==> src/rtl/ifu.sv <==
// Instruction fetch unit: one outstanding memory fetch, a single-entry
// instruction holding register toward the core, and redirect (flush) handling.
module ifu #(
    parameter logic [31:0] RESET_PC = 32'h8000_0000
) (
    input  logic        clk,
    input  logic        rst,
    input  logic [31:0] next_pc,
    input  logic        flush,
    input  logic [31:0] flush_pc,
    output logic        mem_req_valid,
    input  logic        mem_req_ready,
    output logic [31:0] mem_req_addr,
    input  logic        mem_rsp_valid,
    input  logic [31:0] mem_rsp_data,
    input  logic        mem_rsp_err,
    output logic [31:0] pc,
    output logic [31:0] cmd,
    output logic        inst_valid,
    input  logic        inst_ready,
    output logic        inst_fault
);

    localparam logic [31:0] NOP = 32'h0000_0013;

    typedef enum logic [1:0] {
        REQ,
        WAIT,
        HOLD,
        DRAIN
    } state_t;

    state_t      state;
    state_t      state_nxt;
    logic [31:0] pc_nxt;
    logic [31:0] cmd_nxt;
    logic        fault_nxt;
    logic        misaligned;

    assign misaligned   = (pc[1:0] != 2'b00);
    assign mem_req_addr = pc;

    // NOTE: sequential state uses non-blocking assignments so every register
    // samples the pre-edge values; reset here is synchronous to clk.
    always_ff @(posedge clk) begin
        if (rst) begin
            state      <= REQ;
            pc         <= RESET_PC;
            cmd        <= NOP;
            inst_fault <= 1'b0;
        end else begin
            state      <= state_nxt;
            pc         <= pc_nxt;
            cmd        <= cmd_nxt;
            inst_fault <= fault_nxt;
        end
    end

    // NOTE: every combinational output is given a default before the case so
    // no path leaves it unassigned, which would otherwise infer a latch.
    always_comb begin
        state_nxt = state;
        pc_nxt    = pc;
        cmd_nxt   = cmd;
        fault_nxt = inst_fault;
        case (state)
            REQ: begin
                if (flush) begin
                    // An accepted request is still in flight; its response must be dropped.
                    pc_nxt    = flush_pc;
                    state_nxt = (!misaligned && mem_req_ready) ? DRAIN : REQ;
                end else if (misaligned) begin
                    state_nxt = HOLD;
                    cmd_nxt   = NOP;
                    fault_nxt = 1'b1;
                end else if (mem_req_ready) begin
                    state_nxt = WAIT;
                end
            end
            WAIT: begin
                if (flush) begin
                    pc_nxt    = flush_pc;
                    state_nxt = mem_rsp_valid ? REQ : DRAIN;
                end else if (mem_rsp_valid) begin
                    state_nxt = HOLD;
                    cmd_nxt   = mem_rsp_err ? NOP : mem_rsp_data;
                    fault_nxt = mem_rsp_err;
                end
            end
            HOLD: begin
                if (flush) begin
                    pc_nxt    = flush_pc;
                    state_nxt = REQ;
                end else if (inst_ready) begin
                    pc_nxt    = next_pc;
                    state_nxt = REQ;
                end
            end
            DRAIN: begin
                if (flush) begin
                    pc_nxt = flush_pc;
                end
                if (mem_rsp_valid) begin
                    state_nxt = REQ;
                end
            end
            default: state_nxt = REQ;
        endcase
    end

    always_comb begin
        mem_req_valid = 1'b0;
        inst_valid    = 1'b0;
        if (!rst) begin
            mem_req_valid = (state == REQ) && !misaligned;
            inst_valid    = (state == HOLD);
        end
    end

endmodule

==> config.mk <==
export PLATFORM = sky130hd
export DESIGN_NAME = ifu
export DESIGN_NICKNAME = d
export VERILOG_FILES = /design/src/rtl/ifu.sv
export SDC_FILE = /design/constraint.sdc
export NUM_CORES = 1
export LEC_CHECK = 0
export ABC_AREA = 0
export CORE_MARGIN = 1
export CORE_UTILIZATION = 35
export DETAILED_ROUTE_END_ITERATION = 8
export PLACE_DENSITY_LB_ADDON = 0.08
export SYNTH_ARGS = -nofsm -noshare
export SYNTH_HDL_FRONTEND = slang
export SYNTH_SLANG_ARGS = --single-unit
==> constraint.sdc <==
create_clock -name clk -period 2.34 [get_ports clk]
set_input_delay 0.702 -clock clk [delete_from_list [all_inputs] [get_ports clk]]
set_output_delay 0.702 -clock clk [all_outputs]
set_load 0.01 [all_outputs]
## Word level (Yosys, flattened, before mapping)

Index checks and enable logic that the tools add are counted.
Widths: inputs -> output; s select.

- Bits in registers: 67
- Output and inout port bits: 99

- Equality and inequality tests: 12
- Reduce and logical (&&, ||, !) cells: 10
- Multiplexer cells: 28

Operators by type and width:

| operator | number |
|---|---|
| $mux 32 | 8 |
| $pmux 32 s2 | 2 |
| $mux 2 | 10 |
| $ne 2x2->1 const B | 5 |
| $pmux 2 s4 | 1 |
| $mux 1 | 6 |
| $ne 3x3->1 const B | 2 |
| $reduce_and 5->1 | 1 |
| $eq 2x2->1 const B | 2 |
| $ne 4x4->1 const B | 1 |
| $reduce_and 4->1 | 1 |
| $reduce_bool 2->1 | 2 |
| $reduce_or 3->1 | 1 |
| $eq 2x1->1 const B | 1 |
| $logic_and 1x1->1 | 2 |
| $logic_not 2->1 | 1 |
| $ne 2x1->1 const B | 1 |
| $pmux 1 s2 | 1 |
| $reduce_and 2->1 | 1 |
| $logic_not 1->1 | 1 |

## Depth between registers and ports, before layout

Gate-level depths: netlist (run 1).

- Word-level depth: 6
- Mapped depth: 7

## Worst setup path after synthesis (run 1)

Ideal clock, no wire load.

- Path kind: input to output
- From: input rst
- To: output inst_valid
- Path buffers: 3
- Cell stages on the path: 4
- Arrival: 1.550 ns
- Data required time: 1.638 ns
- Slack: 0.088 ns
- Cells stage by stage: clkbuf_1 -> clkbuf_1 -> clkbuf_1 -> nor2_1

- Longest elaborated chain between the ends: 1

Ends and longest elaborated chain:

| element | line | RTL |
|---|---|---|
| from (decl) | 7 | `input logic rst,` |
| $mux 1 | 114 | `if (!rst) begin` |
| to (decl) | 19 | `output logic inst_valid,` |

Every way passes these cells.

## Worst setup path in the final report (run 1)

- From: register state[0]
- To: output inst_valid

- Longest elaborated chain between the ends: 2

Ends and longest elaborated chain:

| element | line | RTL |
|---|---|---|
| from (decl) | 33 | `state_t state;` |
| from (signal assigned) | 52 | `state <= state_nxt;` |
| $eq 2x2->1 | 116 | `inst_valid = (state == HOLD);` |
| $mux 1 | 114 |  |

Every way passes these cells.

==> summary.txt, run 1 <==
Run status
  • Status: finished clean

GRT
  • Number of global-route vias before repair: roughly 2,800
  • First-pass GRT wire length: 14,000 um
  • Grt ovf: 0
  • Largest net degree at the start of global routing: just under 70
  • Total track usage: 20.8%
  • Antenna violations before repair: 0

Finish
  • FILL cells: around 670
  • Area Growth Syn to Fin: 73.5%
  • Nets: 595
  • Share of layout cells above drive strength 1: under 10%
  • ANT cells: 0

Critical path
  • CP Capture Type: output pin
  • Worst-path cell chain: nand2b_1 -> nor2_1 -> clkdlybuf4s50_1
  • Crit path kind: reg -> out
  • CP max-delay cell: clkdlybuf4s50_1
  • CP required: ~1.6 ns
  • Worst-path fanout max: 3
  • Worst Setup Start Kind: flip-flop
  • Arrival time worst endpoint: 1.55 ns
  • CP peak stage delay: approximately 0.55 ns

Synth
  • Syn_nets: approximately 430
  • Ys flop type: dfxtp_1
  • Post-Synthesis Cells: ~330
  • Cell with the most instances after synthesis: dfxtp_1
  • Top cell type by total area after synthesis: dfxtp_1
  • Largest cells by area after synthesis: dfxtp_1 46%, o221ai_1 9.6%, buf_4 8.2%
  • Netlist cell types: 32
  • Top cell type's share of synthesized area: 45.9%
  • Synth top cells by count: 67 x dfxtp_1, 36 x nor2_1, 35 x nand2_1
  • FF+latch count, synth: 67
  • Post-synth ARST share: 0%
  • EDFF count, synth: 0
  • Mapped Area: around 3000 um2
  • Sequential-to-total area share from yosys stat: between 40% and 50%
  • YS warnings: 0
  • Avg Cell Area, Syn: about 9 um2

Timing
  • Slew headroom: about half
  • Fmax: around 450 MHz
  • # setup viols final: 0
  • Fin Clk Skew: 0.00613 ns
  • Hold Slack: about 0.47 ns
  • Min Tclk post-route: approximately 2.2 ns
  • RSZ-0062 raised after global routing: false
  • Worst setup margin: 0.0929 ns
  • Final slew viol count: 0
  • Final Hold Fails: 0
  • Least-Margin Pin Slew: 0.728 ns
  • Setup TNS: 0 ns
  • Final Cycle Share: between 90% and 100%

Drt
  • WL per Instance: 15.1 um
  • Antenna viol nets, final: 0
  • DR pass1 iterations: 5
  • Vias: slightly above 3,000
  • Final WL: 9050 um
  • Vias per cell: 5.08
  • Initial DRC Count: approximately 110
  • Drt drc: 0

Power and ir drop
  • Peak VDD IR: roughly 0.00031 V
  • Pwr/cell area: around 580 nW/um2
  • Leakage: 1.78 nW

CTS
  • CTS clk-pin slew, worst paths: ~0.070 ns
  • Later-pin clock latency in the skew report: approximately 0.34 ns
  • Hold-fix buffers, CTS: 0
  • CTS root buffer: clkbuf_8
  • Clk buf depth: 2
  • TritonCTS sink count: 67
  • CTS Buf Count: 9
  • CTS tree: yes
  • H-tree Lvls: 3
  • Setup bufs post-CTS: 0

Hold path
  • Hold Crit Class: reg -> reg

Die
  • Area of the core: between 7000 and 8000 um2
  • Die area: just under 9000 um2
  • Initial core utilization: between 30% and 40%
  • Die X: roughly 93 um
  • Row count: 32
  • Die height: slightly above 90 um
  • IO Count: roughly 200

Placement
  • Setup WS pre-CTS: ~0.010 ns
  • Number of buffers inserted by port buffering: around 200
  • GPL Wtd Cong: 0.858
  • Post-DP HPWL: 6320 um

Flow run
  • Max Cap Viol: 0
-- cell families after synthesis --
kind of cell / share of synthesized area, %
and+or+nand+nor: 13.5
DFF: 45.9
buffers and inverters: 13.2
AOI/OAI and AO/OA: 27.3
-- per-stage QoR --
stage / instances / instance area, um2 / power [W] / util [%]
after detailed placement: 583 / 4870 / 0.00202 / 61.7
after CTS: 598 / 5060 / 0.00298 / 64.2
after floorplan: 325 / 2920 / 0.00161 / -
final: 598 / 5060 / 0.00295 / 64.2
after global placement: 583 / 4870 / 0.00201 / 61.7
after global routing: 598 / 5060 / 0.00309 / 64.2
-- final cells by class --
type                    instances  area, um2  share of cell area (%)
clock inverters                 2       35.0                   0.692
well taps                     102        128                    2.52
multi-input cells             194       1200                    23.7
flip-flops and latches         67       1340                    26.5
repair buffers                218       2190                    43.3
clock buffers                  13        159                    3.14
inverters                       2       7.51                   0.148
-- final timing paths --
| check | startpoint | endpoint | slack, ns | cells past startpoint |
|---|---|---|---|---|
| setup / recovery | state[0] | inst_valid | 0.09 | 3 |
| hold / removal | mem_req_addr[19] | mem_req_addr[19] | 0.47 | 2 |
| setup reg to reg | state[0] | cmd[16] | 0.65 | 6 |
| hold reg to reg | mem_req_addr[19] | mem_req_addr[19] | 0.47 | 2 |
-- power breakdown --
| part | switching, W | total (W) | internal [W] |
|---|---|---|---|
| Sequential | 0.0000422 | 0.00124 | 0.00120 |
| Clock | 0.000412 | 0.000956 | 0.000544 |
| Combinational | 0.000311 | 0.000750 | 0.000439 |
| Total | 0.000765 | 0.00295 | 0.00218 |
-- repair_timing --
item                                   in CTS  in global routing
endpoints found under the hold margin       0                  0
setup endpoints to repair                   1                  0
resized for setup                           2                  0
-- cells in the final DEF, fill, tap and decap left out, types with 2 or more instances in the layout --
cell,netlist,routed
dfxtp_1,67,67
nor3_1,2,2
clkbuf_8,0,11
a211oi_1,2,2
nor2_1,36,35
a21oi_1,33,32
buf_12,0,5
clkdlybuf4s50_1,0,198
o22ai_1,3,3
clkbuf_1,24,2
a22oi_1,19,19
o221ai_1,32,32
a22oi_2,10,10
o21ai_0,3,3
nand2_1,35,35
buf_4,32,12
inv_1,2,2
buf_2,3,2
nand2b_1,4,4
-- flip-flops by register name, summed over array words and instances, names as in the netlist --
name / cells
cmd: 32
inst_fault: 1
mem_req_addr: 32
state: 2
-- metal layers --
| metal | routed length, um | vias to the layer above | track usage, % |
|---|---|---|---|
| li1 | - | 1476 | - |
| met1 | 3880 | 1411 | 26.2 |
| met2 | 4230 | 139 | 33.8 |
| met3 | 812 | 11 | 6.10 |
| met4 | 127 | 0 | 7.31 |
| met5 | 0 | - | 0 |
-- critical path, delay by kind of cell, from the launching register on --
| family | cells | cell delay, ns |
|---|---|---|
| buffers and inverters | 1 | 0.55 |
| DFF | 1 | 0.34 |
| and+or+nand+nor | 2 | 0.32 |
No activity file was read; power rests on OpenSTA's default activity.
==> run 2, diff against run 1 <==
Settings changed: PLACE_DENSITY set to 0.84, PLACE_DENSITY_LB_ADDON 0.08 to not set.
==> run 2 against run 1 <==
Compared with the run above: maximum frequency increased by 8.6%; count of clock-buffer cells in the layout fell by 3; sequential cell count did not move; setup slack gained 0.18 ns; sequential share of layout area increased by 0.29 points; first-iteration DRC count down 0.93%; combinational power shrank 5.6%; global-route usage decreased by 0.21 points; largest power group unchanged.
==> summary.txt, run 2 (synthesized netlist as in run 1, its figures left out) <==
Drt
  • Final WL: 9150 um (was 9050 um)
  • Drt drc: 0 (unchanged)
  • DR pass1 iterations: 4 (was 5)
  • Antenna viol nets, final: 0 (unchanged)
  • WL per Instance: 15.3 um (was 15.1 um)
  • Vias: 3,061 (was 3,037)
  • Initial DRC Count: 107 (was 108)
  • Vias per cell: 5.12 (was 5.08)

Die
  • IO Count: 202 (unchanged)
  • Die height: 93.3 um (unchanged)
  • Initial core utilization: 37.0% (unchanged)
  • Die area: 8710 um2 (unchanged)
  • Row count: 32 (unchanged)
  • Die X: 93.3 um (unchanged)
  • Area of the core: 7890 um2 (unchanged)

Timing
  • # setup viols final: 0 (unchanged)
  • RSZ-0062 raised after global routing: false (unchanged)
  • Min Tclk post-route: 2.07 ns (was 2.25 ns)
  • Least-Margin Pin Slew: 0.437 ns (was 0.728 ns)
  • Final slew viol count: 0 (unchanged)
  • Final Cycle Share: 88.4% (was 96.0%)
  • Final Hold Fails: 0 (unchanged)
  • Fmax: 483 MHz (was 445 MHz)
  • Worst setup margin: 0.271 ns (was 0.0929 ns)
  • Fin Clk Skew: 0.00627 ns (was 0.00613 ns)
  • Slew headroom: 70.9% (was 51.4%)

Critical path
  • Worst Setup Start Kind: flip-flop (unchanged)
  • Worst-path cell chain: nor3_2 -> nor3b_1 -> dlygate4sd2_1 (was nand2b_1 -> nor2_1 -> clkdlybuf4s50_1)
  • CP max-delay cell: dfxtp_1 (was clkdlybuf4s50_1)
  • Reg-to-reg startpoint: state[0] (unchanged)
  • Critical path origin: mem_req_addr[0] (was state[0])
  • CP Capture Type: output pin (unchanged)
  • Worst-path fanout max: 5 (was 3)
  • Arrival time worst endpoint: 1.37 ns (was 1.55 ns)
  • CP top delay family: simple AND/OR/NAND/NOR gates (was buffers and inverters)
  • R2R cell count: 5 (was 6)
  • Crit path kind: reg -> out (unchanged)
  • R2r setup slk: 0.56 ns (was 0.65 ns)
  • Critical Path Sink: mem_req_valid (was inst_valid)
  • Worst Path Buf+Inv: 1 (unchanged)
  • CP required: 1.64 ns (about the same)
  • CP peak stage delay: 0.35 ns (was 0.55 ns)
  • Crit. path cell count: 3 (unchanged)
  • RR Endpoint: cmd[12] (was cmd[16])

Run status
  • Status: finished clean (unchanged)

Finish
  • Most common library cell in the layout ignoring fill and taps: clkdlybuf4s50_1 (unchanged)
  • ANT cells: 0 (unchanged)
  • Core Util, Final: 63.6% (was 64.2%)
  • FILL cells: 656 (was 669)
  • Share of layout cells above drive strength 1: 10.1% (was 9.68%)
  • Nets: 594 (was 595)
  • Area Growth Syn to Fin: 71.8% (was 73.5%)
  • Register area: 1340 um2 (about the same)
  • Multi-input logic area: 1200 um2 (about the same)
  • Most frequent cells in the layout: 197 x clkdlybuf4s50_1, 66 x dfxtp_1, 35 x nor2_1, 35 x nand2_1 (was 198 x clkdlybuf4s50_1, 67 x dfxtp_1, 35 x nor2_1, 35 x nand2_1)

CTS
  • CTS clk-pin slew, worst paths: 0.07 ns (about the same)
  • Later-pin clock latency in the skew report: 0.33 ns (was 0.34 ns)
  • TritonCTS sink count: 67 (unchanged)
  • Hold-fix buffers, CTS: 0 (unchanged)
  • CTS root buffer: clkbuf_8 (unchanged)
  • H-tree Lvls: 3 (unchanged)
  • CTS tree: yes (unchanged)
  • CTS Buf Count: 9 (unchanged)
  • Clk buf depth: 2 (unchanged)

GRT
  • Number of global-route vias before repair: 2,967 (was 2,839)
  • Grt ovf: 0 (unchanged)
  • Antenna violations before repair: 0 (unchanged)
  • Largest net degree at the start of global routing: 45 (was 69)
  • Total track usage: 20.6% (was 20.8%)
  • First-pass GRT wire length: 14,100 um (was 14,000 um)

Hold path
  • Hold Crit Class: reg -> reg (unchanged)

Power and ir drop
  • Pwr Total: 0.00293 W (was 0.00295 W)
  • Leakage: 1.78 nW (about the same)
  • Pwr/cell area: 584 nW/um2 (was 582 nW/um2)
  • Peak VDD IR: 0.000272 V (was 0.000314 V)

Placement
  • Setup WS pre-CTS: -0.0309 ns (was 0.0104 ns)
  • Post-DP HPWL: 6770 um (was 6320 um)
  • Number of buffers inserted by port buffering: 201 (unchanged)
  • GPL Wtd Cong: 0.796 (was 0.858)

Flow run
  • Max Cap Viol: 0 (unchanged)
[run 2: cell count changes in the layout (fill, tap and decap cells not counted), moves of 2 or more]
| cell | before | now |
|---|---|---|
| buf_12 | 5 | 1 |
| buf_4 | 12 | 15 |
| clkbuf_1 | 2 | 0 |
| clkinv_4 | 0 | 2 |
[run 2: metal layers]
layer / track usage [%] / up-vias / wire [um]
met5: 0 / - / 0
met4: 8.33 / 0 / 114
met3: 5.93 / 11 / 932
met2: 34.9 / 157 / 4480
met1: 24.3 / 1416 / 3630
li1: - / 1477 / -
[run 2: repair_timing]
action | CTS | global route
gates resized for setup | 2 | 1
buffers inserted | 0 | 0
endpoints found under the setup margin | 2 | 1
hold endpoints to repair | 0 | 0
[run 2: report_power, final]
| part | switching, W | leakage, nW | internal [W] |
|---|---|---|---|
| logic | 0.000294 | 1.13 | 0.000414 |
| registers | 0.0000512 | 0.546 | 0.00120 |
| clock network | 0.000450 | 0.102 | 0.000521 |
[run 2: tightest hold or removal path: stages, from the launching register on]
cell and delay, ns:
dfxtp_1 0.32, nand2_1 0.05, a21oi_1 0.05
[run 2: through the flow]
step	setup TNS [ns]	area (um2)	std cells	hold slack [ns]
3_5_place_dp	-0.219	4810	582	0.458
2_1_floorplan	0	2920	325	0.489
4_1_cts	0	5010	598	0.466
6_report	0	5010	598	0.467
3_3_place_gp	-0.00748	4810	582	0.454
5_1_grt	0	5010	598	0.500
[run 2: worst min-delay path by stage]
stage,startpoint,depth (start not counted),slack [ns],end
floorplan,mem_req_addr[10],2,0.49,mem_req_addr[10]
global placement,mem_req_addr[4],2,0.45,mem_req_addr[4]
detailed placement,mem_req_addr[3],2,0.46,mem_req_addr[3]
CTS,mem_req_addr[3],2,0.47,mem_req_addr[3]
global route,mem_req_addr[27],2,0.50,mem_req_addr[27]
finish,mem_req_addr[3],2,0.47,mem_req_addr[3]
[run 2: layout make-up]
cell class                      instances  share of cell area (%)
Multi-Input combinational cell        194                    23.9
Sequential cell                        67                    26.8
Clock buffer                           10                    2.75
Timing Repair Buffer                  217                    42.6
Inverter                                2                   0.150
Clock inverter                          6                    1.30
Tap cell                              102                    2.55
==> run 3, diff against run 2 <==
Settings changed: MAX_ROUTING_LAYER set to met4.
==> run 3 against run 2 <==
Compared with the run above: sequential power about the same; routed wire length rose by 0.36%; final cell count stayed put; setup slack about the same; cell area is the same.
==> summary.txt, run 3 (synthesized netlist as in run 1, its figures left out) <==
Timing
  • Slew headroom: 70.8% (was 70.9%)
  • Fin Clk Skew: 0.00538 ns (was 0.00627 ns)
  • Final Hold Fails: 0 (unchanged)
  • RSZ-0062 raised after global routing: false (unchanged)
  • Fmax: 483 MHz (about the same)
  • Final slew viol count: 0 (unchanged)
  • Min Tclk post-route: 2.07 ns (about the same)
  • Final Cycle Share: 88.4% (about the same)
  • Least-Margin Pin Slew: 0.438 ns (was 0.437 ns)
  • # setup viols final: 0 (unchanged)

Hold path
  • Worst hold start: mem_req_addr[3] (unchanged)
  • Min-Delay Path Depth: 2 (unchanged)
  • WHS Endpoint: mem_req_addr[3] (unchanged)
  • Hold Crit Class: reg -> reg (unchanged)

GRT
  • Total track usage: 21.2% (was 20.6%)
  • Grt ovf: 0 (unchanged)
  • Largest net degree at the start of global routing: 45 (unchanged)
  • First-pass GRT wire length: 14,100 um (about the same)
  • Number of global-route vias before repair: 2,976 (was 2,967)
  • Antenna violations before repair: 0 (unchanged)

Power and ir drop
  • Pwr Total: 0.00293 W (about the same)
  • Leakage: 1.78 nW (unchanged)
  • Peak VDD IR: 0.000272 V (about the same)
  • Pwr/cell area: 585 nW/um2 (was 584 nW/um2)

Drt
  • Final WL: 9190 um (was 9150 um)
  • Antenna viol nets, final: 0 (unchanged)
  • DR pass1 iterations: 5 (was 4)
  • Drt drc: 0 (unchanged)
  • WL per Instance: 15.4 um (was 15.3 um)
  • Vias per cell: 5.13 (was 5.12)
  • Vias: 3,067 (was 3,061)
  • Initial DRC Count: 109 (was 107)

Finish
  • ANT cells: 0 (unchanged)
  • Register area: 1340 um2 (unchanged)
  • Most frequent cells in the layout: 197 x clkdlybuf4s50_1, 66 x dfxtp_1, 35 x nor2_1, 35 x nand2_1 (unchanged)
  • Area Growth Syn to Fin: 71.8% (unchanged)
  • Multi-input logic area: 1200 um2 (unchanged)
  • Nets: 594 (unchanged)
  • FILL cells: 656 (unchanged)
  • Most common library cell in the layout ignoring fill and taps: clkdlybuf4s50_1 (unchanged)
  • Final instance area: 5010 um2 (unchanged)
  • Core Util, Final: 63.6% (unchanged)
  • Share of layout cells above drive strength 1: 10.1% (unchanged)

CTS
  • H-tree Lvls: 3 (unchanged)
  • Hold-fix buffers, CTS: 0 (unchanged)
  • Clk buf depth: 2 (unchanged)
  • CTS clk-pin slew, worst paths: 0.07 ns (about the same)
  • Later-pin clock latency in the skew report: 0.33 ns (about the same)
  • CTS tree: yes (unchanged)
  • TritonCTS sink count: 67 (unchanged)
  • Setup bufs post-CTS: 0 (unchanged)
  • CTS Buf Count: 9 (unchanged)
  • CTS root buffer: clkbuf_8 (unchanged)

Placement
  • Post-DP HPWL: 6770 um (unchanged)
  • GPL Wtd Cong: 0.807 (was 0.796)
  • Number of buffers inserted by port buffering: 201 (unchanged)
  • Post-DP Area: 4810 um2 (unchanged)

Critical path
  • R2R cell count: 5 (unchanged)
  • CP Capture Type: output pin (unchanged)
  • Worst-path fanout max: 5 (unchanged)
  • CP required: 1.64 ns (about the same)
  • R2r setup slk: 0.54 ns (was 0.56 ns)
  • Crit path kind: reg -> out (unchanged)
  • RR Endpoint: cmd[12] (unchanged)
  • Reg-to-reg startpoint: mem_req_addr[1] (was state[0])
  • Worst Setup Start Kind: flip-flop (unchanged)
  • Arrival time worst endpoint: 1.37 ns (about the same)

Die
  • Initial core utilization: 37.0% (unchanged)
  • Die X: 93.3 um (unchanged)
  • IO Count: 202 (unchanged)
  • Die area: 8710 um2 (unchanged)
  • Row count: 32 (unchanged)
  • Die height: 93.3 um (unchanged)
  • Area of the core: 7890 um2 (unchanged)

Flow run
  • Max Cap Viol: 0 (unchanged)

Run status
  • Status: finished clean (unchanged)
==> run 3: cell counts in the layout (fill, tap and decap cells not counted) <==
No cell type changed its count.
==> run 3: cell type report <==
type,instances,area share [%]
Inverter,2,0.150
Timing Repair Buffer,217,42.6
Clock buffer,10,2.75
Sequential cell,67,26.8
Tap cell,102,2.55
Multi-Input combinational cell,194,23.9
Clock inverter,6,1.30
==> run 3: repair_timing <==
action	CTS	global route
gates resized for setup	2	1
setup endpoints to repair	2	1
hold endpoints to repair	0	0
pin swaps	0	0
==> run 3: routing by layer <==
| metal | wire (um) | global-route usage, % | vias to the layer above | part of all wire, % |
|---|---|---|---|---|
| li1 | - | - | 1477 | - |
| met1 | 3720 | 25.1 | 1422 | 40 |
| met2 | 4550 | 35.0 | 157 | 49 |
| met3 | 810 | 4.88 | 11 | 8.8 |
| met4 | 113 | 8.33 | 0 | 1.2 |
| met5 | 0 | - | - | 0 |
==> run 3: per-stage QoR <==
| step | cells | setup TNS (ns) | hold WS (ns) | setup slack [ns] |
|---|---|---|---|---|
| final | 598 | 0 | 0.467 | 0.271 |
| after global routing | 598 | 0 | 0.500 | 0.173 |
| after CTS | 598 | 0 | 0.466 | 0.0282 |
| after detailed placement | 582 | -0.219 | 0.458 | -0.0309 |
| after global placement | 582 | -0.00748 | 0.454 | -0.00748 |
| after floorplan | 325 | 0 | 0.489 | 0.0878 |
==> run 3: worst max path at each step <==
stage	start	end	cells past startpoint
global route	mem_req_addr[0]	mem_req_valid	3
global placement	mem_rsp_valid	cmd[18]	5
finish	mem_req_addr[0]	mem_req_valid	3
CTS	state[0]	inst_valid	3
floorplan	rst	inst_valid	4
detailed placement	mem_rsp_valid	cmd[12]	5
==> run 3: critical path: stages (launching register included) <==
cell and delay (ns):
dfxtp_1 0.35, nor3_2 0.20, nor3b_1 0.20, dlygate4sd2_1 0.29
==> run 3: report_power, final <==
part | switching, W | internal [W]
Sequential | 0.0000516 | 0.00120
Clock | 0.000451 | 0.000521
Combinational | 0.000295 | 0.000414
